## config.mk

```make
export PLATFORM = sky130hd
export DESIGN_NAME = am2910_microsequencer
export DESIGN_NICKNAME = d
export VERILOG_FILES = /design/src/rtl/am2910_microsequencer.sv
export SDC_FILE = /design/constraint.sdc
export NUM_CORES = 1
export LEC_CHECK = 0
export ABC_AREA = 1
export ABC_CLOCK_PERIOD_IN_PS = 3500
export CELL_PAD_IN_SITES_DETAIL_PLACEMENT = 0
export CELL_PAD_IN_SITES_GLOBAL_PLACEMENT = 2
export CORE_MARGIN = 3
export CORE_UTILIZATION = 35
export DETAILED_ROUTE_END_ITERATION = 10
export PLACE_DENSITY_LB_ADDON = 0.08
export REMOVE_ABC_BUFFERS = 1
export SYNTH_ARGS = -nofsm -noshare
export SYNTH_HDL_FRONTEND = slang
export SYNTH_SLANG_ARGS = --single-unit
```

## constraint.sdc

```tcl
create_clock -name CLK -period 3.5 [get_ports CLK]
set_input_delay 0.35 -clock CLK [delete_from_list [all_inputs] [get_ports CLK]]
set_output_delay 0.35 -clock CLK [all_outputs]
set_load 0.02 [all_outputs]
```

## src/rtl/am2910_microsequencer.sv

```systemverilog
// Am2910-style microprogram sequencer: next-address selection, uPC,
// subroutine/loop stack and the loop/branch register-counter R.
module am2910_microsequencer #(
    parameter int AW    = 12,
    parameter int DEPTH = 5
) (
    input  logic          CLK,
    input  logic          RESET,
    input  logic [3:0]    I,
    input  logic [AW-1:0] D,
    input  logic          CC_N,
    input  logic          CCEN_N,
    input  logic          CI,
    input  logic          RLD_N,
    output logic [AW-1:0] Y,
    output logic          FULL_N,
    output logic          PL_N,
    output logic          MAP_N,
    output logic          VECT_N
);

    localparam int SPW = $clog2(DEPTH + 1);
    localparam logic [SPW-1:0] SP_FULL = SPW'(DEPTH);

    logic [AW-1:0]  upc_q, upc_d;
    logic [AW-1:0]  r_q, r_d;
    logic [SPW-1:0] sp_q, sp_d;
    logic           full_n_q, full_n_d;
    logic [AW-1:0]  stack_q [DEPTH];

    logic [AW-1:0]  tos;
    logic           pass, rz;
    logic           push_req, pop_req, clear;
    logic           push_ok, pop_ok;
    logic           r_dec, r_ld;

    assign pass = CCEN_N | ~CC_N;
    assign rz   = (r_q == '0);
    // An empty stack reads as address zero.
    assign tos  = (sp_q == '0) ? '0 : stack_q[sp_q - SPW'(1)];

    // Instruction decode: next address plus stack and counter side effects.
    always_comb begin
        Y        = upc_q;
        push_req = 1'b0;
        pop_req  = 1'b0;
        clear    = 1'b0;
        r_dec    = 1'b0;
        r_ld     = 1'b0;
        case (I)
            4'd0:  begin Y = '0; clear = 1'b1; end
            4'd1:  if (pass) begin Y = D; push_req = 1'b1; end
            4'd2:  Y = D;
            4'd3:  if (pass) Y = D;
            4'd4:  begin push_req = 1'b1; r_ld = pass; end
            4'd5:  begin push_req = 1'b1; Y = pass ? D : r_q; end
            4'd6:  if (pass) Y = D;
            4'd7:  Y = pass ? D : r_q;
            4'd8:  if (!rz) begin Y = tos; r_dec = 1'b1; end
                   else pop_req = 1'b1;
            4'd9:  if (!rz) begin Y = D; r_dec = 1'b1; end
            4'd10: if (pass) begin Y = tos; pop_req = 1'b1; end
            4'd11: if (pass) begin Y = D; pop_req = 1'b1; end
            4'd12: r_ld = 1'b1;
            4'd13: if (pass) pop_req = 1'b1;
                   else Y = tos;
            4'd14: Y = upc_q;
            4'd15: if (pass) pop_req = 1'b1;
                   else if (!rz) begin Y = tos; r_dec = 1'b1; end
                   else begin Y = D; pop_req = 1'b1; end
            default: Y = upc_q;
        endcase
    end

    // Next-state for uPC, R and the stack pointer; full/empty limits applied here.
    always_comb begin
        push_ok  = push_req && (sp_q != SP_FULL);
        pop_ok   = pop_req && (sp_q != '0);
        upc_d    = Y + {{(AW-1){1'b0}}, CI};
        r_d      = r_q;
        if (!RLD_N || r_ld) r_d = D;
        else if (r_dec)     r_d = r_q - AW'(1);
        sp_d     = sp_q;
        if (clear)        sp_d = '0;
        else if (push_ok) sp_d = sp_q + SPW'(1);
        else if (pop_ok)  sp_d = sp_q - SPW'(1);
        full_n_d = (sp_d != SP_FULL);
    end

    // Sequencer state registers, cleared asynchronously.
    always_ff @(posedge CLK or posedge RESET) begin
        if (RESET) begin
            upc_q    <= '0;
            r_q      <= '0;
            sp_q     <= '0;
            full_n_q <= 1'b1;
        end else begin
            upc_q    <= upc_d;
            r_q      <= r_d;
            sp_q     <= sp_d;
            full_n_q <= full_n_d;
        end
    end

    // Stack storage; contents are don't-care after reset since SP marks it empty.
    always_ff @(posedge CLK) begin
        if (push_ok) stack_q[sp_q] <= upc_q;
    end

    assign FULL_N = full_n_q;
    assign MAP_N  = (I != 4'd2);
    assign VECT_N = (I != 4'd6);
    assign PL_N   = (I == 4'd2) || (I == 4'd6);

endmodule

```

==> results.cfg <==
[yosys]
yosysWarnings = 0
synth_edf_count = 60
yosysSeqAreaShare = 0.417
netlist-cell-type-count = 48
synth_area_leader_cell = edfxtp_1
synth_top_area_share = 0.300
ys_ff_latch = 88
synth_area_sq_um = 6010
async_flop_share = 0.318
synthFlopType = edfxtp_1
netlist_instances = 815
ys_top_cells_by_area = edfxtp_1, nand2_1, dfrtp_1
synth_common_cells = nand2_1, inv_1, nand3_1, edfxtp_1, nor2_1
syn_avg_cell_area_sq_um = 7.37
yosysMostFrequentCell = nand2_1

[grt]
overflow = 0
grt_usage = 0.209
antenna_found_initial = 0
grt_pass1_vias = 5112
grt_pass1_wl_um = 29600
grt_max_degree = 32

[die]
fp.dieW_um = 137
fp-row-count = 47
dieHeight_um = 137
coreArea_sq_um = 16700
ioPinCount = 38
start_util = 0.360
die_area_sq_um = 18800

[sta]
rsz0062_at_grt = no
setup_violations = 0
post-route-period-util = 0.918
finalCriticalPeriod_ns = 3.21
hold_viol = 0
slew_viol_final = 0
max_freq_ghz = 0.311
worst_slew_pin_slew_ns = 0.631
maxSlewHeadroom = 0.579
skew_ns = 0.00900
whs_ns = 0.392
layout_setup_ws_ns = 0.287

[setup_path]
crit_fanout = 17
r2r_start = sp_q[1]
reg2reg_to = upc_q[10]
worstSetupStartpointType = flop
required_ns = 3.74
worst-setup-path-type = reg -> reg
cp-end-kind = flop
reg2reg_depth = 18
cp.arrival_ns = 3.45
reg2reg_slack_ns = 0.29

[clock_network]
cts_made_buffers = 9
path_clk_slew_ns = 0.07
postCtsHoldBufs = 0
cts_root_buf = clkbuf_16
htreeDepth = 3
cts.sinks = 88
cts.path.max_buffers = 2
worstSkewPairLatency_ns = 0.35
cts_tree = done

[placement]
gp_congestion = 0.856
dpl.hpwl_um = 13900
pre_cts_ws_ns = 0.109
place_area_sq_um = 6730
place.port_buffers = 37

[drt]
drtIter0Drc = 389
firstDrtPassIters = 5
drt_wl_total_um = 18900
drcViolationCount = 0
ant_nets = 0
routed_via_density = 5.03
vias = 5496
wl_per_cell_um = 17.3

[min_path]
hold_path.class = in -> async

[final_layout]
layout-drive-gt1-share = 0.112
nets = 897
diodes = 0
design_area_sq_um = 7070
synthToLayoutAreaGrowth_pct = 17.7

[power_and_ir_drop]
p_sw_mw = 1.98
pwr-share-comb = 0.461
power.internal_mw = 2.57
ir_drop_mv = 0.253
finalPower_mw = 4.55
switching_share = 0.435
power.density_nw_per_um2 = 643
clock_power_share = 0.216
power_frac_seq = 0.323
p_leak_nw = 3.35

[run_status]
status = complete, no violations

[flow_run]
maxCapViolCount = 0
-- worst max path at each step --
stage | endpoint | from | slack [ns]
floorplan | upc_q[10] | sp_q[0] | -0.35
global placement | upc_q[10] | I[3] | 0.14
detailed placement | upc_q[10] | I[3] | 0.11
CTS | Y[2] | sp_q[1] | 0.006
global route | Y[4] | sp_q[1] | 0.02
finish | upc_q[10] | sp_q[1] | 0.29
-- cell families (layout without fill, tap and decap cells) --
group,after synthesis,count (layout),synth area share
simple gates,489,489,0.371
buf+inv,141,199,0.0979
flops,88,88,0.417
compound gates,77,77,0.0814
xor+xnor,13,13,0.0189
fa+ha+maj,7,7,0.0146
-- repair_timing --
action	4_1_cts	5_1_grt
pin swaps	0	1
buffers inserted	0	1
resized for setup	3	15
endpoints found under the setup margin	10	13
-- flip-flops by register name, summed over array words and instances, names as in the netlist --
signal,flops
r_q,12
sp_q,3
FULL_N,1
upc_q,12
stack_q,60
-- stage by stage --
step            util  setup TNS [ns]  std cells
2_1_floorplan      -           -2.21        790
3_3_place_gp   0.403               0       1076
3_5_place_dp   0.403               0       1076
4_1_cts        0.421               0       1092
5_1_grt        0.423               0       1093
6_report       0.423               0       1093
-- metal layers --
metal / vias to the layer above / GRT usage / routed length (um)
li1: 2763 / - / -
met1: 2575 / 0.287 / 8930
met2: 130 / 0.342 / 8870
met3: 28 / 0.0327 / 694
met4: 0 / 0.0560 / 400
met5: - / 0 / 0
-- layout make-up --
| type | instances | area (sq um) |
|---|---|---|
| Sequential cell | 88 | 2500 |
| Timing Repair Buffer | 67 | 619 |
| Inverter | 116 | 437 |
| Clock buffer | 10 | 229 |
| Tap cell | 220 | 275 |
| Multi-Input combinational cell | 586 | 2940 |
| Clock inverter | 6 | 67.6 |
| Fill cell | 1765 | 9630 |
-- power groups by stage --
stage               sequential, mW  clock [mW]  combinational [mW]
floorplan                     1.46           0                1.32
global placement              1.48           0                2.07
detailed placement            1.49           0                2.09
CTS                           1.47        1.01                2.10
global route                  1.49        1.06                2.37
finish                        1.47       0.981                2.10
-- cell usage in the layout, fill, tap and decap left out, types with 3 or more instances in the layout --
cell type / count
nand2_1: 286
inv_1: 101
nand3_1: 90
edfxtp_1: 60
nor2_1: 53
o21ai_0: 31
buf_4: 30
dfrtp_1: 27
clkdlybuf4s50_1: 25
o211ai_1: 16
nand3b_1: 13
inv_2: 11
xor2_1: 10
dlymetal6s2s_1: 10
a21oi_1: 9
clkbuf_16: 9
nor2_4: 6
nor2_2: 6
nand2_2: 6
nor3_1: 6
o221ai_1: 5
ha_1: 5
nand4_1: 4
nand4_2: 4
nand3_2: 3
nand2_4: 3
clkinv_1: 3
o22ai_1: 3
xnor2_1: 3
-- worst max-delay path, cell delays in order, from the launching register on --
cell and delay (ns):
dfrtp_1 0.42, inv_1 0.11, ha_1 0.23, nand2_2 0.21, nand2_4 0.18, o211ai_1 0.15, o211ai_1 0.22, nand2_1 0.15
nand2_1 0.06, a21oi_1 0.12, o22ai_1 0.10, a31oi_2 0.19, ha_2 0.24, ha_1 0.21, nand3_1 0.17, nor2_4 0.16
nand2_1 0.07, nand2_1 0.06, nand2_1 0.04
Note: power is estimated with default switching activity, not from simulation.
